==> config.mk <==
export PLATFORM = sky130hd
export DESIGN_NAME = bus_arbiter
export DESIGN_NICKNAME = d
export VERILOG_FILES = /design/src/rtl/bus_arbiter.sv
export SDC_FILE = /design/constraint.sdc
export NUM_CORES = 1
export LEC_CHECK = 0
export BUFFER_PORTS_ARGS = -buffer_cell sky130_fd_sc_hd__clkbuf_2
export CAP_MARGIN = 20
export CORE_AREA = 2 2 204 206
export CTS_BUF_LIST = sky130_fd_sc_hd__clkbuf_8
export CTS_CLUSTER_DIAMETER = 40
export DETAILED_ROUTE_END_ITERATION = 8
export DIE_AREA = 0 0 206 208
export PLACE_DENSITY_LB_ADDON = 0.05
export SYNTH_ARGS = -nofsm -noshare
export SYNTH_HDL_FRONTEND = slang
export SYNTH_SLANG_ARGS = --single-unit
==> constraint.sdc <==
create_clock -name CLK -period 1.8 [get_ports CLK]
set_input_delay 0.45 -clock CLK [delete_from_list [all_inputs] [get_ports CLK]]
set_output_delay 0.45 -clock CLK [all_outputs]
set_load 0.05 [all_outputs]
==> src/rtl/bus_arbiter.sv <==
// Multi-master to single-slave bus arbiter.
// Fixed-priority or round-robin grant with a per-transfer timeout abort.
module bus_arbiter #(
  parameter int NUM_MASTERS = 2,
  parameter int ADDR_W      = 64,
  parameter int DATA_W      = 64,
  parameter int RR_MODE     = 0,
  parameter int TIMEOUT     = 15
) (
  input  logic                          CLK,
  input  logic                          RESET,
  input  logic [NUM_MASTERS-1:0]        HTRANS,
  input  logic [NUM_MASTERS*ADDR_W-1:0] HADDR,
  input  logic [NUM_MASTERS-1:0]        HWRITE,
  input  logic [NUM_MASTERS*DATA_W-1:0] HWDATA,
  output logic [NUM_MASTERS-1:0]        HREADY,
  output logic                          HERR,
  output logic [DATA_W-1:0]             HRDATA,
  output logic [NUM_MASTERS-1:0]        stall,
  output logic                          PSEL,
  output logic [ADDR_W-1:0]             PADDR,
  output logic                          PWRITE,
  output logic [DATA_W-1:0]             PWDATA,
  input  logic                          PREADY,
  input  logic [DATA_W-1:0]             PRDATA
);

  localparam int GW = (NUM_MASTERS > 1) ? $clog2(NUM_MASTERS) : 1;
  localparam int SW = GW + 1;
  localparam logic [SW-1:0] NM = SW'(NUM_MASTERS);
  localparam logic [GW-1:0] LAST = GW'(NUM_MASTERS - 1);
  localparam logic [7:0] TO_LAST = 8'(TIMEOUT - 1);

  typedef enum logic [1:0] {
    IDLE = 2'd0,
    BUSY = 2'd1,
    DONE = 2'd2
  } state_t;

  state_t state, state_nxt;

  logic [GW-1:0] grant, ptr, base, off, win;
  logic [SW-1:0] sum;
  logic [NUM_MASTERS-1:0] rot;
  logic [7:0] cnt;
  logic err, tmo;
  logic [ADDR_W-1:0] sel_addr;
  logic sel_write;
  logic [DATA_W-1:0] sel_wdata;

  assign base = (RR_MODE != 0) ? ptr : '0;

  // Rotate requests so the search always starts at bit 0, then undo it.
  always_comb begin
    rot = NUM_MASTERS'({HTRANS, HTRANS} >> base);
    off = '0;
    for (int j = NUM_MASTERS - 1; j >= 0; j--) begin
      if (rot[j]) off = GW'(j);
    end
    sum = {1'b0, base} + {1'b0, off};
    if (sum >= NM) sum = sum - NM;
    win = sum[GW-1:0];
  end

  always_comb begin
    sel_addr  = '0;
    sel_write = 1'b0;
    sel_wdata = '0;
    for (int i = 0; i < NUM_MASTERS; i++) begin
      if (win == GW'(i)) begin
        sel_addr  = HADDR[i*ADDR_W +: ADDR_W];
        sel_write = HWRITE[i];
        sel_wdata = HWDATA[i*DATA_W +: DATA_W];
      end
    end
  end

  assign tmo = !PREADY && (cnt == TO_LAST);

  always_comb begin
    state_nxt = state;
    case (state)
      IDLE: if (|HTRANS) state_nxt = BUSY;
      BUSY: if (PREADY || tmo) state_nxt = DONE;
      DONE: state_nxt = IDLE;
      default: state_nxt = IDLE;
    endcase
  end

  always_ff @(posedge CLK or negedge RESET) begin
    if (!RESET) state <= IDLE;
    else        state <= state_nxt;
  end

  always_ff @(posedge CLK or negedge RESET) begin
    if (!RESET) begin
      grant  <= '0;
      ptr    <= '0;
      cnt    <= '0;
      err    <= 1'b0;
      PADDR  <= '0;
      PWRITE <= 1'b0;
      PWDATA <= '0;
      HRDATA <= '0;
    end else begin
      case (state)
        IDLE: begin
          if (|HTRANS) begin
            grant  <= win;
            PADDR  <= sel_addr;
            PWRITE <= sel_write;
            PWDATA <= sel_wdata;
            cnt    <= '0;
            err    <= 1'b0;
          end
        end
        BUSY: begin
          if (PREADY) begin
            if (!PWRITE) HRDATA <= PRDATA;
          end else if (tmo) begin
            HRDATA <= '1;
            err    <= 1'b1;
          end else begin
            cnt <= cnt + 8'd1;
          end
          if (PREADY || tmo)
            ptr <= (grant == LAST) ? '0 : grant + GW'(1);
        end
        default: ;
      endcase
    end
  end

  assign PSEL   = (state == BUSY);
  assign HREADY = (state == DONE) ? (NUM_MASTERS'(1) << grant) : '0;
  assign HERR   = (state == DONE) && err;
  assign stall  = HTRANS & ~HREADY;

endmodule

======== Yosys cells after proc, flatten, opt, wreduce, memory -nomap -nowiden ========
Cells that the tools add are included.
W data, S select, Z words.
word-level totals
  flip-flop bits (word level) ............. 205
  input port bits ......................... 327
  output and inout port bits .............. 199
  word-level logic and storage cells ...... 57
operators by class
  add/subtract/negate cells ............... 2
  order comparisons ....................... 1
  equal/unequal tests ..................... 9
  shifts and indexed selects .............. 1
  mux-type cells .......................... 21
  bitwise operators ....................... 2
  reductions and logical operators ........ 13
operators by type and width
  operator               count
  $mux W64               5
  $mux W8                3
  $pmux W8 S2            1
  $add A8 B1 Y8 const B  1
  $eq A8 B4 Y1 const B   1
  $ne A2 B2 Y1 const B   4
  $reduce_and A4 Y1      2
  $mux W1                7
  $mux W2                3
  $ne A2 B1 Y1 const B   2
  $pmux W2 S2            1
  $reduce_and A2 Y1      2
  $reduce_bool A2 Y1     2
  $reduce_and A3 Y1      1
  $and A2 B2 Y2          1
  $eq A2 B1 Y1 const B   1
  $eq A2 B2 Y1 const B   1
  $ge A1 B2 Y1 const B   1
  $logic_and A1 B1 Y1    2
  $logic_not A2 Y1       1
  $not A2 Y2             1
  $pmux W1 S2            1
  $reduce_or A2 Y1       1
  $shl A1 B1 Y2 const A  1
  other kinds (3)        3

======== Longest topological paths before layout ========
  word-level depth ........................ 5
  depth in mapped cells ................... 8
  mapped depth without buffers ............ 6

======== Least setup slack after synthesis ========
No wires, ideal clock.
  path kind ............................... flip-flop to output port
  start point ............................. register state[0]
  end point ............................... output stall[0]
  arrival time ............................ 1.730 ns
  data required time ...................... 1.350 ns
  path slack .............................. -0.380 ns
  stages on the path, launching flop included .. 4
  buffers on the path ..................... 0
  path through ............................ dfrtp_1 nor2b_1 nor2b_1 nor2b_1
between the ends
  longest elaborated chain between the ends .. 4
ends and longest elaborated chain
  what                      RTL line  source
  start: declaration        40        state_t state, state_nxt;
  start signal: assignment  92        else state <= state_nxt;
  $eq A2 B2 Y1              135       assign HREADY = (state == DONE) ? (NUM_MASTERS'(1) << grant) : '0;
  $mux W2                   135
  via HREADY[0]             16        output logic [NUM_MASTERS-1:0] HREADY,
  $not A2 Y2                137       assign stall = HTRANS & ~HREADY;
  $and A2 B2 Y2             137
  end: declaration          19        output logic [NUM_MASTERS-1:0] stall,
The timed path passes the listed nets, and every way through them passes these cells.

======== Worst setup path after layout ========
  start point ............................. register state[1]
  end point ............................... output stall[1]
between the ends
  longest elaborated chain between the ends .. 4
ends and longest elaborated chain
  what           RTL line
  $eq A2 B2 Y1   135
  $mux W2        135
  $not A2 Y2     137
  $and A2 B2 Y2  137
Every way passes these cells.

==> flow_metrics.py <==
metrics = {
    "yosys": {
        "synthDistinctLibCells": 35,
        "synth_area_um2": 8860,
        "syn_nets": 1102,
        "synth_top_area_frac": 0.579,
        "synthTopCellsByArea": "dfrtp_1 (58%), mux2i_1 (15%), o22a_1 (6.3%), nand2_1 (5.7%), o21ai_0 (5.1%)",
        "synth_area_leader_cell": "dfrtp_1",
        "synthCells": 773,
        "ys_seq_area_frac": 0.579,
        "syn_avg_cell_area_um2": 11.5,
        "ys_ff_latch": 205,
        "yosys_warnings": 0,
    },
    "finish": {
        "final_common_cell": "clkbuf_2",
        "layout-drive-gt1-share": 0.488,
        "n_fill_cell": 4271,
        "multi_input_area_um2": 3410,
        "synthToLayoutAreaGrowth_pct": 55.7,
        "utilization": 0.340,
        "layout_common_cells": "clkbuf_2 (507), dfrtp_1 (204), nand2_1 (133)",
        "diodes": 0,
        "fin_nets": 1677,
        "final_area_um2": 13800,
        "register_area_um2": 5130,
    },
    "grt": {
        "antenna_found_initial": 0,
        "overflow": 0,
        "grt_first_pass_wirelength_mm": 49.7,
        "grt_max_degree": 91,
        "grt_usage": 0.152,
        "grt_pass1_vias": 8487,
    },
    "setup_path": {
        "path_cells": "nor2b_4 -> and2_4 -> nor2b_4 -> buf_8",
        "end_kind": "output pin",
        "timing.critical_path.mode_cell": "nor2b_4",
        "cp_num_buf_inv": 1,
        "worstPathArrival_ns": 1.54,
        "critPathRequiredTime_ns": 1.35,
        "critPathKind": "flop to output pin",
        "path_max_fanout": 3,
        "slowest_delay_ns": 0.39,
        "start_kind": "flop",
        "cp_top_family": "simple AND/OR/NAND/NOR gates",
        "regToRegSetupSlack_ns": 0.15,
        "crit_slowest_cell": "dfrtp_1",
    },
    "die": {
        "io_pins": 526,
        "num_rows": 74,
        "die_w_um": 206,
        "start_util": 0.219,
        "dieHeight_um": 208,
        "core_area_um2": 40600,
        "dieArea_um2": 42800,
    },
    "sta": {
        "fin_ws_ns": -0.194,
        "period_minus_slack_ns": 1.99,
        "skew_ns": 0.0284,
        "hold_viol": 0,
        "setup_viol": 6,
        "fmax_mhz": 501,
        "tightest_slew_ns": 0.405,
        "maxSlewViolCount": 0,
        "rsz0062_at_grt": "yes",
        "max_slew_margin": 0.730,
        "fin_crit_sh": 1.11,
    },
    "clocking": {
        "cts.sinks": 205,
        "htreeDepth": 2,
        "clk_latency_ns": 0.60,
        "cts_buffer_depth": 3,
        "cts_buffers": 50,
        "path_clk_slew_ns": 0.06,
        "root_buffer": "clkbuf_8",
        "cts_tree": "done",
    },
    "placed_design": {
        "place_area_um2": 12400,
        "hpwl_mm": 25.5,
        "port-buffer-count": 525,
        "routabilityCongestion": 0.758,
        "dp_slack_ns": -0.0399,
    },
    "status": {
        "status": "complete, but fails checks",
        "violations": "negative setup slack",
    },
    "detailed_routing": {
        "wire_per_inst_um": 17.3,
        "vias": 7873,
        "antenna_left": 0,
        "drt_wl_total_mm": 33.3,
        "drc_errors": 0,
        "drt_pass1_iterations": 4,
        "via_per_inst": 4.10,
        "dr.first_iter.drc_count": 233,
    },
    "hold_path": {
        "hold_path.class": "primary input to flop",
    },
    "power_and_ir_drop": {
        "irDropWorstVdd_mv": 0.731,
        "p_leak_nw": 6.93,
        "total_power_w": 0.0298,
        "p_per_area_nw_per_um2": 2160,
    },
    "run": {
        "max-cap-violations": 0,
    },
}
-- registers in the layout (all words and copies together), names as in the netlist --
| name | cells |
|---|---|
| cnt | 8 |
| PWRITE | 1 |
| grant | 1 |
| PWDATA | 64 |
| HRDATA | 64 |
| PADDR | 64 |
| err | 1 |
| state | 2 |
-- stage by stage --
step	hold WS (ns)	setup TNS, ns	std cells
after CTS	0.00374	-1.52	1919
after floorplan	0.154	0	773
final	0.0812	-0.953	1920
after detailed placement	0.427	-0.0399	1821
after global routing	0.0265	-1.71	1920
after global placement	0.431	-0.0236	1821
-- timing repair --
item,in CTS,in global routing
setup buffers,1,1
hold buffers,5,0
pin swaps,0,2
endpoints found under the hold margin,34,0
endpoints found under the setup margin,12,13
resized for setup,22,11
-- path summary, 6_finish.rpt --
kind,start,endpoint,cells after the start
worst max-delay path,state[1],stall[1],4
worst min-delay path,PRDATA[27],HRDATA[27],2
worst max register to register,cnt[0],cnt[2],7
worst min register to register,PWDATA[33],PWDATA[33],2
max in group asynchronous,RESET,PADDR[21],3
min in group asynchronous,RESET,HRDATA[56],2
-- cell families (layout without fill, tap and decap cells) --
group,after synthesis,count (layout),synth area share
flip-flops,205,205,0.579
XOR/XNOR,1,1,0.000988
AO/OA/AOI/OAI,205,205,0.145
multiplexers,131,131,0.148
AND/OR/NAND/NOR,169,169,0.0816
buffers and inverters,60,675,0.0429
adder cells (fa/ha/maj),2,2,0.00282
-- cell usage after synthesis --
master	number
buf_12	7
nand3_1	8
nor2b_1	6
o22a_1	64
mux2i_1	131
nor3_2	1
xnor2_1	1
dfrtp_1	205
nor3_1	1
o21a_2	1
or3_4	1
a21oi_1	4
inv_2	1
o211ai_1	1
and3_1	1
and4_1	1
nor3b_1	3
o21ai_2	1
buf_4	1
ha_1	2
inv_1	1
a311o_1	1
nand4b_2	1
and2_1	2
buf_2	30
nand4_1	1
o21ai_0	91
or4_1	1
o31ai_1	1
nand2_1	135
or2_1	1
o21ai_1	41
nand2b_1	2
nor2_1	4
clkbuf_1	20
-- power by group --
part           internal, W  switching, W  leakage (nW)  total [W]
clock              0.00442       0.00244         0.642    0.00686
sequential         0.00682       0.00119          2.45    0.00801
combinational      0.00356        0.0114          3.83     0.0149
-- cell type report --
cell class | instances | area share
multi-input combinational | 508 | 0.247
tap | 532 | 0.0483
sequential | 205 | 0.372
inverter | 2 | 0.000544
timing repair buffer | 581 | 0.242
clock buffer | 62 | 0.0619
clock inverter | 30 | 0.0280
-- metal layers --
metal | wire, µm | vias up | track usage
li1 | - | 3901 | -
met1 | 12700 | 3605 | 0.169
met2 | 17000 | 319 | 0.271
met3 | 3010 | 48 | 0.0551
met4 | 684 | 0 | 0.0433
met5 | 0 | - | 0
(Power assumes the default switching activity.)
